$ cat src/rtl/vga_sync_multimode_if.sv
// Mode-request and video-timing bundle for vga_sync_multimode.
//   mode_sel/mode_req : mode-change request (driven by the controller)
//   HSYNC_Sig/VSYNC_Sig, Ready_Sig, Column_Addr_Sig/Row_Addr_Sig,
//   frame_start, mode_cur, mode_busy : registered timing outputs
// master = controller / consumer side, slave = the sync generator.
interface vga_sync_multimode_if #(
  parameter int unsigned CNT_W = 12
);
  logic [2:0]       mode_sel;
  logic             mode_req;
  logic             HSYNC_Sig;
  logic             VSYNC_Sig;
  logic             Ready_Sig;
  logic [CNT_W-1:0] Column_Addr_Sig;
  logic [CNT_W-1:0] Row_Addr_Sig;
  logic             frame_start;
  logic [2:0]       mode_cur;
  logic             mode_busy;

  modport master (
    output mode_sel, mode_req,
    input  HSYNC_Sig, VSYNC_Sig, Ready_Sig, Column_Addr_Sig, Row_Addr_Sig,
    input  frame_start, mode_cur, mode_busy
  );

  modport slave (
    input  mode_sel, mode_req,
    output HSYNC_Sig, VSYNC_Sig, Ready_Sig, Column_Addr_Sig, Row_Addr_Sig,
    output frame_start, mode_cur, mode_busy
  );
endinterface

$ cat src/rtl/vga_sync_multimode.sv
// Multi-mode VGA sync generator (7 fixed timing modes).
// Counters run sync -> back porch -> active -> front porch, position 0 being
// the first sync cycle. All outputs are registered decodes of the counter
// position (one vga_clk of latency). Mode changes are queued and applied only
// on the last cycle of a frame, so every frame is generated in a single mode.
//   vga_clk : pixel clock
//   rst     : asynchronous active-high reset
//   bus     : vga_sync_multimode_if.slave (requests in, timing outputs out)
module vga_sync_multimode #(
  parameter int unsigned DEFAULT_MODE = 0,
  parameter int unsigned CNT_W        = 12
) (
  input logic                 vga_clk,
  input logic                 rst,
  vga_sync_multimode_if.slave bus
);

  typedef struct packed {
    logic [CNT_W-1:0] hs;
    logic [CNT_W-1:0] hbp;
    logic [CNT_W-1:0] ha;
    logic [CNT_W-1:0] hfp;
    logic [CNT_W-1:0] vs;
    logic [CNT_W-1:0] vbp;
    logic [CNT_W-1:0] va;
    logic [CNT_W-1:0] vfp;
    logic             hpol;  // 1 = active-high sync
    logic             vpol;
  } timing_t;

  function automatic timing_t mk(input int unsigned hs, hbp, ha, hfp, vs, vbp, va, vfp,
                                 input logic hp, vp);
    timing_t t;
    t.hs   = CNT_W'(hs);
    t.hbp  = CNT_W'(hbp);
    t.ha   = CNT_W'(ha);
    t.hfp  = CNT_W'(hfp);
    t.vs   = CNT_W'(vs);
    t.vbp  = CNT_W'(vbp);
    t.va   = CNT_W'(va);
    t.vfp  = CNT_W'(vfp);
    t.hpol = hp;
    t.vpol = vp;
    return t;
  endfunction

  function automatic timing_t mode_timing(input logic [2:0] m);
    timing_t t;
    case (m)
      3'd1:    t = mk(64,  120, 640,  16, 3, 16, 480,  1, 1'b0, 1'b0);
      3'd2:    t = mk(128, 88,  800,  40, 4, 23, 600,  1, 1'b1, 1'b1);
      3'd3:    t = mk(80,  160, 800,  16, 3, 21, 600,  1, 1'b1, 1'b1);
      3'd4:    t = mk(136, 160, 1024, 24, 6, 29, 768,  3, 1'b0, 1'b0);
      3'd5:    t = mk(152, 232, 1440, 80, 6, 25, 900,  3, 1'b0, 1'b1);
      3'd6:    t = mk(44,  148, 1920, 88, 5, 36, 1080, 4, 1'b1, 1'b1);
      // Code 7 never reaches mode_cur_q; treat it like mode 0.
      default: t = mk(96,  48,  640,  16, 2, 33, 480, 10, 1'b0, 1'b0);
    endcase
    return t;
  endfunction

  localparam timing_t RstTiming = mode_timing(3'(DEFAULT_MODE));

  // State
  logic [CNT_W-1:0] h_q, h_d, v_q, v_d;
  logic [2:0]       mode_cur_q, mode_d;
  logic [2:0]       pend_mode_q, pend_mode_d;
  logic             pend_valid_q, pend_valid_d;

  // Registered outputs
  logic             hsync_q, hsync_d, vsync_q, vsync_d;
  logic             ready_q, ready_d, fs_q, fs_d;
  logic [CNT_W-1:0] col_q, col_d, row_q, row_d;

  // Decoded timing of the current mode
  timing_t          tm;
  logic [CNT_W-1:0] h_act_lo, h_act_hi, h_tot;
  logic [CNT_W-1:0] v_act_lo, v_act_hi, v_tot;
  logic             h_last, v_last, frame_end, req_valid;

  always_comb begin
    tm        = mode_timing(mode_cur_q);
    h_act_lo  = tm.hs + tm.hbp;
    h_act_hi  = h_act_lo + tm.ha;
    h_tot     = h_act_hi + tm.hfp;
    v_act_lo  = tm.vs + tm.vbp;
    v_act_hi  = v_act_lo + tm.va;
    v_tot     = v_act_hi + tm.vfp;
    h_last    = (h_q == h_tot - CNT_W'(1));
    v_last    = (v_q == v_tot - CNT_W'(1));
    frame_end = h_last && v_last;
  end

  // Position counters
  always_comb begin
    h_d = h_last ? '0 : h_q + CNT_W'(1);
    v_d = v_q;
    if (h_last) begin
      v_d = v_last ? '0 : v_q + CNT_W'(1);
    end
  end

  // Mode-change queue. The frame-end switch is resolved first so that a
  // request landing on the frame-end cycle is compared against the mode
  // about to start and stays pending for the next frame end.
  always_comb begin
    req_valid    = bus.mode_req && (bus.mode_sel != 3'd7);
    mode_d       = mode_cur_q;
    pend_mode_d  = pend_mode_q;
    pend_valid_d = pend_valid_q;
    if (frame_end) begin
      if (pend_valid_q) begin
        mode_d = pend_mode_q;
      end
      pend_valid_d = 1'b0;
    end
    if (req_valid) begin
      if (bus.mode_sel != mode_d) begin
        pend_valid_d = 1'b1;
        pend_mode_d  = bus.mode_sel;
      end else begin
        pend_valid_d = 1'b0;
      end
    end
  end

  // Output decode of the present counter position (registered below)
  always_comb begin
    hsync_d = (h_q < tm.hs) ? tm.hpol : ~tm.hpol;
    vsync_d = (v_q < tm.vs) ? tm.vpol : ~tm.vpol;
    ready_d = (h_q >= h_act_lo) && (h_q < h_act_hi) && (v_q >= v_act_lo) && (v_q < v_act_hi);
    col_d   = ready_d ? h_q - h_act_lo : '0;
    row_d   = ready_d ? v_q - v_act_lo : '0;
    fs_d    = (h_q == '0) && (v_q == '0);
  end

  always_ff @(posedge vga_clk or posedge rst) begin
    if (rst) begin
      h_q          <= '0;
      v_q          <= '0;
      mode_cur_q   <= 3'(DEFAULT_MODE);
      pend_mode_q  <= '0;
      pend_valid_q <= 1'b0;
      hsync_q      <= ~RstTiming.hpol;
      vsync_q      <= ~RstTiming.vpol;
      ready_q      <= 1'b0;
      col_q        <= '0;
      row_q        <= '0;
      fs_q         <= 1'b0;
    end else begin
      h_q          <= h_d;
      v_q          <= v_d;
      mode_cur_q   <= mode_d;
      pend_mode_q  <= pend_mode_d;
      pend_valid_q <= pend_valid_d;
      hsync_q      <= hsync_d;
      vsync_q      <= vsync_d;
      ready_q      <= ready_d;
      col_q        <= col_d;
      row_q        <= row_d;
      fs_q         <= fs_d;
    end
  end

  assign bus.HSYNC_Sig       = hsync_q;
  assign bus.VSYNC_Sig       = vsync_q;
  assign bus.Ready_Sig       = ready_q;
  assign bus.Column_Addr_Sig = col_q;
  assign bus.Row_Addr_Sig    = row_q;
  assign bus.frame_start     = fs_q;
  assign bus.mode_cur        = mode_cur_q;
  assign bus.mode_busy       = pend_valid_q;

endmodule

$ cat src/flat_wrapper.sv
// flat-port wrapper written by rule: the top's interface ports become plain ports
module vga_sync_multimode_flat 
#(
  parameter int unsigned DEFAULT_MODE = 0,
  parameter int unsigned CNT_W        = 12
)
  (vga_clk, rst, bus_mode_sel, bus_mode_req, bus_HSYNC_Sig, bus_VSYNC_Sig, bus_Ready_Sig, bus_Column_Addr_Sig, bus_Row_Addr_Sig, bus_frame_start, bus_mode_cur, bus_mode_busy);
  vga_sync_multimode_if #(.CNT_W(CNT_W)) bus_i ();
  input logic vga_clk;
  input logic rst;
  input wire logic [$bits(bus_i.mode_sel)-1:0] bus_mode_sel;
  input wire logic [$bits(bus_i.mode_req)-1:0] bus_mode_req;
  output wire logic [$bits(bus_i.HSYNC_Sig)-1:0] bus_HSYNC_Sig;
  output wire logic [$bits(bus_i.VSYNC_Sig)-1:0] bus_VSYNC_Sig;
  output wire logic [$bits(bus_i.Ready_Sig)-1:0] bus_Ready_Sig;
  output wire logic [$bits(bus_i.Column_Addr_Sig)-1:0] bus_Column_Addr_Sig;
  output wire logic [$bits(bus_i.Row_Addr_Sig)-1:0] bus_Row_Addr_Sig;
  output wire logic [$bits(bus_i.frame_start)-1:0] bus_frame_start;
  output wire logic [$bits(bus_i.mode_cur)-1:0] bus_mode_cur;
  output wire logic [$bits(bus_i.mode_busy)-1:0] bus_mode_busy;
  assign bus_i.mode_sel = bus_mode_sel;
  assign bus_i.mode_req = bus_mode_req;
  assign bus_HSYNC_Sig = bus_i.HSYNC_Sig;
  assign bus_VSYNC_Sig = bus_i.VSYNC_Sig;
  assign bus_Ready_Sig = bus_i.Ready_Sig;
  assign bus_Column_Addr_Sig = bus_i.Column_Addr_Sig;
  assign bus_Row_Addr_Sig = bus_i.Row_Addr_Sig;
  assign bus_frame_start = bus_i.frame_start;
  assign bus_mode_cur = bus_i.mode_cur;
  assign bus_mode_busy = bus_i.mode_busy;
  vga_sync_multimode #(.DEFAULT_MODE(DEFAULT_MODE), .CNT_W(CNT_W)) u_core (.vga_clk(vga_clk), .rst(rst), .bus(bus_i));
endmodule
$ cat config.mk
export PLATFORM = sky130hd
export DESIGN_NAME = vga_sync_multimode_flat
export DESIGN_NICKNAME = d
export VERILOG_FILES = /design/src/rtl/vga_sync_multimode_if.sv /design/src/rtl/vga_sync_multimode.sv /design/src/flat_wrapper.sv
export SDC_FILE = /design/constraint.sdc
export NUM_CORES = 1
export LEC_CHECK = 0
export ABC_AREA = 0
export BUFFER_PORTS_ARGS = -buffer_cell sky130_fd_sc_hd__clkbuf_2
export CAP_MARGIN = 25
export CORE_MARGIN = 2
export CORE_UTILIZATION = 35
export DETAILED_ROUTE_END_ITERATION = 16
export GPL_ROUTABILITY_DRIVEN = 0
export PLACE_DENSITY = 0.57
export SYNTH_ARGS = -nofsm -noshare
export SYNTH_HDL_FRONTEND = slang
export SYNTH_SLANG_ARGS = --single-unit
$ cat constraint.sdc
create_clock -name vga_clk -period 5.4 [get_ports vga_clk]
set_input_delay 0.54 -clock vga_clk [delete_from_list [all_inputs] [get_ports vga_clk]]
set_output_delay 0.54 -clock vga_clk [all_outputs]
set_load 0.01 [all_outputs]
After elaboration in Yosys (flattened, before gate mapping)
Index checks and enable logic that the tools add are counted.
{ "totals": {"in_bits": 6, "wordCells": 63, "output_inout_bits": 32, "reg_bits": 59} }
{ "classes": {"muxes": 12, "bitwise_logic": 2, "n_eq_ne": 10, "reduce_logical": 10, "n_addsub": 12, "n_lt_le_gt_ge": 6} }
{ "ops": {"columns": ["operator", "n"], "rows": [
  ["94-bit one-hot mux with 6 select lines", 1],
  ["12-bit adder", 5],
  ["12-bit 2-to-1 mux", 4],
  ["12-bit < comparator", 3],
  ["12-bit by 1-bit adder with 12-bit output, second input constant", 2],
  ["12-bit equality test", 2],
  ["12-bit >= comparator", 2],
  ["12-bit zero test", 2],
  ["12-bit by 1-bit subtractor with 12-bit output, second input constant", 2],
  ["12-bit subtractor", 2],
  ["8-bit by 12-bit adder with 12-bit output", 1],
  ["12-bit by 8-bit < comparator with 1-bit output", 1],
  ["3-bit equality test, second input constant", 3],
  ["3-bit by 2-bit equality test with 1-bit output, second input constant", 2],
  ["1-bit logical AND", 6],
  ["3-bit 2-to-1 mux", 2],
  ["1-bit 2-to-1 mux", 5],
  ["3-bit by 1-bit equality test with 1-bit output, second input constant", 1],
  ["3-bit inequality test", 1],
  ["3-bit inequality test, second input constant", 1],
  ["1-bit inverter", 2],
  ["2-bit AND reduction", 1],
  ["2-bit nonzero test", 1]
]} }

Depth between registers and ports, before layout
Gate-level depths: netlist of the first run.
{ "depth": {"word_depth": 12, "mapped_depth": 28, "mapped_depth_nobuf": 25} }

Worst setup path after synthesis of the first run
No wires, ideal clock.
{ "synth_timing": {"path_type": "register to register", "from": "reg u_core.mode_cur_q[1], in the netlist u_core.bus.mode_cur[1]", "to": "reg u_core.pend_mode_q[0]", "n_path_buf": 3, "arrival_ns": 5.491, "setup_time_ns": 0.128, "path_stages_with_launch": 28, "required_ns": 5.272, "setup_slack_ns": -0.219, "cell_sequence": "dfrtp_1 > buf_2 > buf_2 > inv_1 > ha_1 > clkbuf_1 > nand2_1 > ha_1 > inv_1 > fa_1 > xor2_1 > inv_1 > ha_1 > fa_1 > o21ai_0 > a32oi_2 > nand2_1 > a21oi_1 > a31oi_1 > ha_1 > nand4_1 > a2111o_1 > a32oi_1 > nor3_1 > nor3b_2 > nand4_2 > a21oi_2 > mux2_1"} }
{ "synth_between": {"elab_chain_cells": 11, "word_cells_on_any_way": 22, "cone_classes": "add/sub (8); eq/ne (9); mux (3); reduce/logical (2)"} }
{ "synth_rtl": {"columns": ["element", "line_no", "text"], "rows": [
  ["start, declared", "vga_sync_multimode.sv:66", "logic [2:0] mode_cur_q, mode_d;"],
  ["start signal, assigned", "vga_sync_multimode.sv:141", "mode_cur_q <= 3'(DEFAULT_MODE);"],
  ["start signal, assigned", "vga_sync_multimode.sv:153", "mode_cur_q <= mode_d;"],
  ["3-bit equality test, or another cell as far along", "vga_sync_multimode.sv:49", "case (m)"],
  ["94-bit one-hot mux with 6 select lines", "vga_sync_multimode.sv:49", null],
  ["8-bit by 12-bit adder with 12-bit output / 12-bit adder (equally long branches)", "vga_sync_multimode.sv:83, vga_sync_multimode.sv:86", null],
  ["12-bit adder (on tied branches)", "vga_sync_multimode.sv:84, vga_sync_multimode.sv:87", null],
  ["12-bit adder (on tied branches)", "vga_sync_multimode.sv:85, vga_sync_multimode.sv:88", null],
  ["12-bit by 1-bit subtractor with 12-bit output (on tied branches)", "vga_sync_multimode.sv:89, vga_sync_multimode.sv:90", null],
  ["12-bit equality test (on tied branches)", "vga_sync_multimode.sv:89, vga_sync_multimode.sv:90", null],
  ["1-bit logical AND", "vga_sync_multimode.sv:91", "frame_end = h_last && v_last;"],
  ["3-bit 2-to-1 mux *", "vga_sync_multimode.sv:111", "if (frame_end) begin"],
  ["3-bit inequality test *", "vga_sync_multimode.sv:118", "if (bus.mode_sel != mode_d) begin"],
  ["2-bit AND reduction (no line) *", null, null],
  ["end signal, assigned", "vga_sync_multimode.sv:154", "pend_mode_q <= pend_mode_d;"],
  ["end, declared", "vga_sync_multimode.sv:67", "logic [2:0] pend_mode_q, pend_mode_d;"]
]} }
Mark *: on every way between the ends. The rest lies on a longest branch, timed or not.
A chain may end at the register's enable or synchronous reset.

Worst setup path in the final report of the first run
{ "layout_timing": {"from": "reg u_core.mode_cur_q[1], in the netlist u_core.bus.mode_cur[1]", "to": "reg u_core.pend_mode_q[1]"} }
The elaborated chain is that of the path after synthesis.

==> impl_metrics.json, run 1 <==
{
  "status": "finished clean",
  "diodes": 0,
  "setup_tns_ns": 0,
  "dpl.cell_count": 893,
  "intPower_uw": 815,
  "synthAdderAreaFrac_pct": 17.7,
  "port_buffers": 37,
  "wl_per_cell_microns": 16.3,
  "worst_slack_ns": 0.206,
  "drv_slew": 0,
  "pwr-share-clk_pct": 55.2,
  "setup_violations": 0,
  "layout-drive-gt1-share_pct": 19.6,
  "fp.dieW_microns": 129,
  "reg2reg_depth": 25,
  "postLayoutCoreUtil_pct": 42.6,
  "cpPeakStageDelay_ns": 0.44,
  "netlist_area_sq_mm": 0.00549,
  "cts-htree-levels": 3,
  "vias": 4828,
  "ir_drop_mv": 0.136,
  "avgViaCountPerCell": 5.25,
  "power_mw": 1.06,
  "synth_top_family_by_area": "simple AND/OR/NAND/NOR gates",
  "rows": 45,
  "max_cap_viol_count": 0,
  "arrival_ns": 5.41,
  "synth_nets": 726,
  "hold_path.class": "input port to asynchronous set/reset pin",
  "dr.pass1.iters": 7,
  "ant_nets": 0,
  "power_switching_uw": 248,
  "synth_area_per_cell_sq_um": 8.48,
  "dp_slack_ns": -0.0393,
  "coreArea_sq_mm": 0.0153,
  "ys_warn_count": 0,
  "path_max_fanout": 7,
  "r2r_slack_ns": 0.21,
  "synth_cell_types": 71,
  "first_global_vias": 4812,
  "power.leakage_nw": 3.19,
  "design_area_sq_mm": 0.00650,
  "grt_util_all_layers_pct": 18.8,
  "start_util_pct": 36.0,
  "clockBufferDepth": 2,
  "seq_power_share_pct": 42.4,
  "root_buffer": "clkbuf_16",
  "path_delay_family": "compound AO/OA/AOI/OAI gates",
  "clock_sinks": 59,
  "cts_tree": "done",
  "grt_pass1_wl_mm": 24.6,
  "muxShareOfSynthArea_pct": 2.19,
  "grt_max_degree": 60,
  "ys_ff_latch": 59,
  "post-dp-hpwl_mm": 11.6,
  "tightest_slew_ns": 0.725,
  "initialDrtViolationCount": 482,
  "hold_buffers": 0,
  "dieArea_sq_mm": 0.0167,
  "slew_headroom_pct": 51.7,
  "fin_crit_ns": 5.19,
  "switching_share_pct": 23.3,
  "skew_ns": 0.00727,
  "synth_edf_count": 0,
  "hold_slack_ns": 0.387,
  "stdcell_count": 919,
  "rr_startpoint": "u_core.bus.mode_cur[1]$_DFF_PP0_",
  "placedInstanceArea_sq_mm": 0.00601,
  "fin_crit_sh_pct": 96.2,
  "r2r_end": "u_core.pend_mode_q[1]$_DFFE_PP0P_",
  "max_freq_mhz": 193,
  "finalHoldViolations": 0,
  "cp-end-kind": "register",
  "cp_slowest_cell": "dfrtp_2",
  "start_kind": "register",
  "drc": 0,
  "netlist_instances": 647,
  "ys_seq_area_share_pct": 26.9,
  "synth_top_area_cell": "dfrtp_1",
  "yosys-top-cells-area": "dfrtp_1, ha_1, xnor2_1",
  "synth_top_cell_area_share_pct": 26.0,
  "cts_buffers": 9,
  "antenna_found_initial": 0,
  "die_h_microns": 129,
  "crit_required_ns": 5.62,
  "worstSetupPathType": "register to register",
  "wl_mm": 15.0,
  "p_per_area_mw_per_mm2": 163,
  "overflow": 0,
  "clock_latency_ns": 0.34,
  "synth_simple_gate_area_share_pct": 20.2,
  "synth-xor-area-share_pct": 10.2,
  "synth_ff_type": "dfrtp_1",
  "async_flop_share_pct": 100,
  "clkTransAtPathRegs_ns": 0.06,
  "path_buf_inv": 2,
  "ios": 38,
  "pwr-share-comb_pct": 2.4,
  "synth_compound_area_share_pct": 16.3,
  "area_delta_synth_final_pct": 18.4,
  "nets": 782
}
-- synthesized netlist by cell type, drive strengths merged (3+ instances only) --
| cell | count |
|---|---|
| mux2i | 3 |
| fa | 5 |
| a211oi | 5 |
| nor4 | 6 |
| nor2b | 15 |
| o311a | 3 |
| a21oi | 22 |
| o21ai | 37 |
| nand2 | 38 |
| nor3 | 21 |
| or2 | 5 |
| a21boi | 5 |
| or3 | 6 |
| nand2b | 6 |
| clkbuf | 16 |
| mux2 | 8 |
| o21bai | 3 |
| a22o | 4 |
| a21o | 9 |
| o21a | 11 |
| o22ai | 5 |
| nand3 | 15 |
| nand4 | 10 |
| nor2 | 76 |
| buf | 11 |
| inv | 61 |
| dfrtp | 57 |
| a211o | 3 |
| ha | 68 |
| xnor2 | 43 |
| and2 | 4 |
| xor2 | 21 |
| and3 | 10 |
| a31oi | 5 |
| nand3b | 3 |
-- kinds of logic after synthesis --
logic type	after synthesis
AND/OR/NAND/NOR	221
AO/OA/AOI/OAI	128
buffers and inverters	88
adder cells (fa/ha/maj)	75
XOR/XNOR	64
flip-flops	59
multiplexers	11
other	1
-- repair_timing --
item / in CTS / in global routing
cloned: 0 / 0
gates resized for setup: 3 / 26
hold endpoints to repair: 0 / 0
setup endpoints to repair: 11 / 44
pin swaps: 0 / 16
setup buffers: 0 / 10
-- placed cells by master, fill, tap and decap left out, drive strengths merged, types with 4 or more instances in the layout --
cell type and count:
a22o 4, nand2 38, clkbuf 46, nand2b 6, dfrtp 57, a21oi 22, o21a 11, a211oi 5
fa 5, o22ai 5, a21boi 5, and3 10, nor3 21, inv 61, buf 35, a31oi 5
o21ai 37, a21o 9, and2 4, mux2 8, nor4 6, xnor2 43, nand4 10, nor2b 15
xor2 21, ha 68, nand3 15, nor2 76, or2 5, or3 6
-- layout make-up --
type                            count  area (sq um)
Clock buffer                        9           225
Clock inverter                      7          78.8
Fill cell                        1491          8760
Inverter                           61           231
Multi-Input combinational cell    500          3770
Sequential cell                    59          1480
Tap cell                          211           264
Timing Repair Buffer               72           452
-- power by group through the flow --
stage / Clock, mW / Combinational, mW / Sequential (mW)
floorplan: 0 / 0.0168 / 0.457
global placement: 0 / 0.0246 / 0.458
detailed placement: 0 / 0.0262 / 0.458
CTS: 0.599 / 0.0265 / 0.450
global route: 0.620 / 0.0294 / 0.451
finish: 0.587 / 0.0252 / 0.451
-- worst max-delay path by stage --
stage | cells past startpoint | startpoint | slack, ns | endpoint
4_1_cts | 25 | u_core.bus.mode_cur[2]$_DFF_PP0_ | -0.0006 | u_core.pend_mode_q[1]$_DFFE_PP0P_
3_3_place_gp | 24 | u_core.bus.mode_cur[2]$_DFF_PP0_ | 0.16 | u_core.pend_mode_q[0]$_DFFE_PP0P_
5_1_grt | 25 | u_core.bus.mode_cur[1]$_DFF_PP0_ | -0.10 | u_core.pend_mode_q[2]$_DFFE_PP0P_
2_1_floorplan | 27 | u_core.bus.mode_cur[1]$_DFF_PP0_ | 0.03 | u_core.pend_mode_q[0]$_DFFE_PP0P_
6_report | 25 | u_core.bus.mode_cur[1]$_DFF_PP0_ | 0.21 | u_core.pend_mode_q[1]$_DFFE_PP0P_
3_5_place_dp | 24 | u_core.bus.mode_cur[2]$_DFF_PP0_ | -0.04 | u_core.pend_mode_q[1]$_DFFE_PP0P_
-- routing by layer --
layer	part of all wire, %	vias to the layer above	track usage [%]
li1	-	2334	-
met1	45	2316	25.3
met2	46	146	30.2
met3	6.2	32	3.39
met4	2.5	0	6.84
met5	0	-	0
-- sequential cells by signal (all words and copies together) (netlist names), 3 cells and up --
| register | cells |
|---|---|
| u_core.bus.Column_Addr_Sig | 12 |
| u_core.bus.Row_Addr_Sig | 12 |
| u_core.bus.mode_cur | 3 |
| u_core.h_q | 12 |
| u_core.pend_mode_q | 3 |
| u_core.v_q | 12 |
-- worst register-to-register path: cells and delay by family (launching register included) --
family / cells / cell delay [ns]
AO/OA/AOI/OAI: 7 / 1.38
AND/OR/NAND/NOR: 9 / 1.36
adder cells (fa/ha/maj): 5 / 1.28
flip-flops: 1 / 0.44
multiplexers: 1 / 0.34
XOR/XNOR: 1 / 0.16
buffers and inverters: 2 / 0.14
Power figures use the tool's default switching activity.
==> inputs of run 2 (changes only) <==
- CORE_MARGIN: 2 -> unset
==> run 2 against run 1 <==
Clock power increased by 6.6%. Critical path type unchanged. Cell count decreased by 0.33%. Combinational power about the same. Non-clock buffer count decreased by 3. Power increased by 3.6%. Sequential power about the same. Maximum frequency decreased by 0.30%. First-iteration DRC count decreased by 5.4%. Register-to-register slack got worse by 0.02 ns.
==> impl_metrics.json, run 2 (synthesized netlist as in run 1, its figures left out) <==
{
  "path_max_fanout": 6,
  "setup_violations": 0,
  "fill_cells": 1513,
  "coreArea_sq_mm": 0.0153,
  "port_buffers": 37,
  "seq_power_share_pct": 40.9,
  "r2r_end": "u_core.pend_mode_q[2]$_DFFE_PP0P_",
  "area_delta_synth_final_pct": 18.5,
  "pwr-share-clk_pct": 56.8,
  "wl_met1_mm": 6.83,
  "wl_per_cell_microns": 16.4,
  "post-dp-hpwl_mm": 11.6,
  "crit_start": "u_core.bus.mode_cur[2]$_DFF_PP0_",
  "hold_buffers": 0,
  "cts_buffers": 9,
  "tightest_slew_ns": 0.733,
  "power.leakage_nw": 3.22,
  "initialDrtViolationCount": 456,
  "start_util_pct": 36.0,
  "grt_util_all_layers_pct": 19.3,
  "clkTransAtPathRegs_ns": 0.06,
  "p_per_area_mw_per_mm2": 169,
  "postLayoutCoreUtil_pct": 42.6,
  "fin_crit_ns": 5.21,
  "ant_nets": 0,
  "slew_headroom_pct": 51.1,
  "drc": 0,
  "rr_startpoint": "u_core.bus.mode_cur[2]$_DFF_PP0_",
  "max_cap_viol_count": 0,
  "skew_ns": 0.00619,
  "fp.dieW_microns": 127,
  "grt_max_degree": 60,
  "mostFrequentLayoutCells": "nor2_1, ha_1, inv_1",
  "topRoutingLayerUsed": "met4",
  "pwr-share-comb_pct": 2.3,
  "r2r_slack_ns": 0.19,
  "power_switching_uw": 239,
  "clock_latency_ns": 0.34,
  "start_kind": "register",
  "multi_input_area_sq_mm": 0.00377,
  "cp-end-kind": "register",
  "rows": 45,
  "layout-drive-gt1-share_pct": 19.1,
  "finalHoldViolations": 0,
  "final-seq-area_sq_mm": 0.00148,
  "first_global_vias": 4713,
  "nets": 779,
  "diodes": 0,
  "mostFrequentLayoutCell": "nor2_1",
  "crit_required_ns": 5.62,
  "dr.pass1.iters": 5,
  "ir_drop_mv": 0.132,
  "grt_pass1_wl_mm": 24.4,
  "hold_path.class": "input port to asynchronous set/reset pin",
  "hold_slack_ns": 0.389,
  "antenna_found_initial": 0,
  "grt_setup_unrepaired": "true",
  "switching_share_pct": 21.7,
  "overflow": 0,
  "crit_end": "u_core.pend_mode_q[2]$_DFFE_PP0P_",
  "clock_sinks": 59,
  "root_buffer": "clkbuf_16",
  "met3_length_microns": 856,
  "drv_slew": 0,
  "max_freq_mhz": 192,
  "ios": 38,
  "avgViaCountPerCell": 5.25,
  "cts_tree": "done",
  "intPower_uw": 863,
  "cts-htree-levels": 3,
  "dr_wl_met2_mm": 6.99,
  "fin_crit_sh_pct": 96.5,
  "clockBufferDepth": 2,
  "die_h_microns": 127,
  "reg2reg_depth": 24,
  "power_mw": 1.10,
  "wl_mm": 15.0,
  "worstSetupPathType": "register to register",
  "status": "finished clean",
  "vias": 4809,
  "dieArea_sq_mm": 0.0162,
  "arrival_ns": 5.43
}
run 2: stage by stage:
step,setup slack [ns],TNS (ns),std cells,cell area (sq um)
2_1_floorplan,0.0285,0,647,5490
3_3_place_gp,0.170,0,893,6010
3_5_place_dp,0.0130,0,893,6010
4_1_cts,0.0284,0,909,6340
5_1_grt,-0.0509,-0.161,916,6500
6_report,0.191,0,916,6500
run 2: metal layers:
layer,vias to the layer above,global-route usage (%)
met5,-,0
met4,0,5.81
met3,29,2.60
met2,163,31.5
met1,2270,26.6
li1,2347,-
run 2: layout make-up:
cell class | instances | area share, %
multi-input cells | 500 | 58.0
clock buffers | 9 | 3.46
repair buffers | 69 | 6.54
flip-flops and latches | 59 | 22.8
well taps | 211 | 4.06
clock inverters | 7 | 1.56
inverters | 61 | 3.56
run 2: how the worst min path moves through the flow:
stage	startpoint	end	slack [ns]	depth (start not counted)
2_1_floorplan	u_core.h_q[0]$_DFF_PP0_	u_core.h_q[0]$_DFF_PP0_	0.45	1
3_3_place_gp	u_core.h_q[0]$_DFF_PP0_	u_core.h_q[0]$_DFF_PP0_	0.47	1
3_5_place_dp	u_core.h_q[0]$_DFF_PP0_	u_core.h_q[0]$_DFF_PP0_	0.49	1
4_1_cts	rst	u_core.bus.Column_Addr_Sig[11]$_DFF_PP0_	0.42	3
5_1_grt	rst	u_core.bus.Column_Addr_Sig[11]$_DFF_PP0_	0.48	3
6_report	rst	u_core.bus.Column_Addr_Sig[11]$_DFF_PP0_	0.39	3
run 2: critical path, cell delays in order (launching register included):
cell and delay (ns):
dfrtp_1 0.42, or2_2 0.34, nor2_2 0.11, nor2_2 0.07, nand2_1 0.09, ha_1 0.15
inv_1 0.05, fa_2 0.34, xor2_2 0.16, inv_1 0.06, ha_2 0.21, fa_2 0.42
o21ai_2 0.17, a32oi_2 0.08, buf_4 0.17, a31oi_4 0.20, ha_4 0.18, nand4_1 0.11
a2111o_1 0.40, a32oi_1 0.20, nor3_1 0.09, nor3b_2 0.28, nand4_2 0.19, a21oi_4 0.24
mux2_1 0.34
run 2: what timing repair did:
action	in CTS	in global routing
pin swaps	0	15
resized for setup	1	25
hold endpoints to repair	0	0
endpoints found under the setup margin	3	43
cloned	0	0
setup buffers	0	7
run 2: power groups by stage:
| stage | Sequential, mW | Combinational, mW | Clock, mW |
|---|---|---|---|
| floorplan | 0.457 | 0.0168 | 0 |
| global placement | 0.458 | 0.0245 | 0 |
| detailed placement | 0.458 | 0.0259 | 0 |
| CTS | 0.450 | 0.0265 | 0.637 |
| global route | 0.451 | 0.0297 | 0.655 |
| finish | 0.450 | 0.0253 | 0.626 |
==> inputs of run 3 (changes only) <==
- CORE_ASPECT_RATIO: unset -> 0.9
==> run 3 against run 2 <==
Global-route usage down 0.079 points. Routed wire length fell by 0.28%. Sequential share of layout area grew 0.15 points. Die area about the same. Register-to-register slack is essentially flat. Count of clock-buffer cells in the layout grew 1. Largest cell class unchanged. Worst setup slack better by 0.0050 ns. Largest power group unchanged. Sequential cell count unchanged.
==> impl_metrics.json, run 3 (synthesized netlist as in run 1, its figures left out) <==
{
  "clock_latency_ns": 0.34,
  "rows": 43,
  "reg2reg_depth": 25,
  "finalHoldViolations": 0,
  "first_global_vias": 4509,
  "cts_buffers": 9,
  "tightest_slew_ns": 0.734,
  "root_buffer": "clkbuf_16",
  "fp.dieW_microns": 134,
  "fin_crit_ns": 5.20,
  "fin_crit_sh_pct": 96.4,
  "max_freq_mhz": 192,
  "cp_slowest_cell": "dfrtp_2",
  "cp-end-kind": "register",
  "p_per_area_mw_per_mm2": 157,
  "wl_mm": 15.0,
  "clkTransAtPathRegs_ns": 0.05,
  "antenna_found_initial": 0,
  "port_buffers": 37,
  "clockBufferDepth": 2,
  "diodes": 0,
  "layout-drive-gt1-share_pct": 19.2,
  "stdcell_count": 910,
  "path_delay_family": "compound AO/OA/AOI/OAI gates",
  "slew_headroom_pct": 51.1,
  "worstSetupPathType": "register to register",
  "nets": 782,
  "post-dp-hpwl_mm": 11.8,
  "skew_ns": 0.00482,
  "setup_violations": 0,
  "area_delta_synth_final_pct": 17.6,
  "power.leakage_nw": 3.23,
  "coreArea_sq_mm": 0.0154,
  "initialDrtViolationCount": 401,
  "drc": 0,
  "die_h_microns": 121,
  "dpl.cell_count": 884,
  "cpPeakStageDelay_ns": 0.45,
  "r2r_end": "u_core.pend_mode_q[0]$_DFFE_PP0P_",
  "r2r_slack_ns": 0.20,
  "grt_util_all_layers_pct": 19.2,
  "max_cap_viol_count": 0,
  "mostFrequentLayoutCells": "nor2_1, ha_1, inv_1",
  "drv_slew": 0,
  "path_max_fanout": 7,
  "ant_nets": 0,
  "wl_per_cell_microns": 16.5,
  "cts-htree-levels": 3,
  "dr.pass1.iters": 5,
  "postLayoutCoreUtil_pct": 42.0,
  "avgViaCountPerCell": 5.32,
  "overflow": 0,
  "ios": 38,
  "clock_sinks": 59,
  "cts_tree": "done",
  "hold_path.class": "input port to asynchronous set/reset pin",
  "start_util_pct": 35.7,
  "crit_required_ns": 5.62,
  "hold_buffers": 0,
  "rr_startpoint": "u_core.bus.mode_cur[1]$_DFF_PP0_",
  "ir_drop_mv": 0.117,
  "status": "finished clean",
  "grt_pass1_wl_mm": 23.7,
  "vias": 4840,
  "mostFrequentLayoutCell": "nor2_1",
  "dieArea_sq_mm": 0.0162,
  "path_buf_inv": 2,
  "start_kind": "register",
  "grt_max_degree": 60,
  "arrival_ns": 5.43,
  "crit_start": "u_core.bus.mode_cur[1]$_DFF_PP0_"
}
run 3: cell count changes in the layout (fill, tap and decap cells not counted), moves of 2 or more:
cell and delta:
mux2_1 -3, buf_4 +3, bufinv_16 -2, mux2_4 +3, clkinv_2 +2
run 3: worst max path at each step:
stage,to,slack [ns],depth (start not counted)
2_1_floorplan,u_core.pend_mode_q[0]$_DFFE_PP0P_,0.03,27
3_3_place_gp,u_core.bus.mode_busy$_DFFE_PP0P_,0.13,24
3_5_place_dp,u_core.pend_mode_q[0]$_DFFE_PP0P_,-0.005,25
4_1_cts,u_core.bus.mode_busy$_DFFE_PP0P_,0.003,25
5_1_grt,u_core.pend_mode_q[2]$_DFFE_PP0P_,-0.05,24
6_report,u_core.pend_mode_q[0]$_DFFE_PP0P_,0.20,25
run 3: through the flow:
step           hold WS, ns  worst slack (ns)  instance area (sq um)  setup TNS [ns]  power, mW
3_3_place_gp         0.479             0.135                   6000               0      0.482
2_1_floorplan        0.455            0.0285                   5490               0      0.474
3_5_place_dp         0.489          -0.00475                   6000        -0.00475      0.484
5_1_grt              0.480           -0.0483                   6460          -0.136       1.06
4_1_cts              0.417           0.00262                   6280               0       1.02
6_report             0.388             0.196                   6460               0       1.01
run 3: timing repair:
action | CTS | global route
endpoints found under the hold margin | 0 | 0
buffers inserted | 0 | 10
endpoints found under the setup margin | 3 | 44
resized for setup | 1 | 23
pin swaps | 0 | 14
run 3: layer usage:
metal | routed length (microns) | vias up | GRT usage (%)
met1 | 7330 | 2318 | 27.3
met2 | 6600 | 150 | 29.4
met4 | 267 | 0 | 5.82
met3 | 788 | 21 | 3.65
li1 | - | 2351 | -
met5 | 0 | - | 0
run 3: area by class of cell:
class	instances	area, sq um
clock inverters	6	41.3
multi-input cells	500	3760
flip-flops and latches	59	1480
inverters	61	231
clock buffers	10	239
fillers	1585	8930
repair buffers	72	448
well taps	202	253
run 3: report_power, final:
part	switching (mW)	leakage [nW]	internal, mW	total [mW]
Sequential	0.00405	0.792	0.447	0.451
Clock	0.213	0.130	0.321	0.534
Combinational	0.0169	2.30	0.0130	0.0299
run 3: worst reg2reg max path: cells and delay by family, from the launching register on:
| kind | cells | cell delay [ns] |
|---|---|---|
| compound gates | 7 | 1.43 |
| fa+ha+maj | 5 | 1.30 |
| simple gates | 9 | 1.29 |
| flops | 1 | 0.45 |
| mux | 1 | 0.32 |
| xor+xnor | 1 | 0.16 |
| buf+inv | 2 | 0.15 |
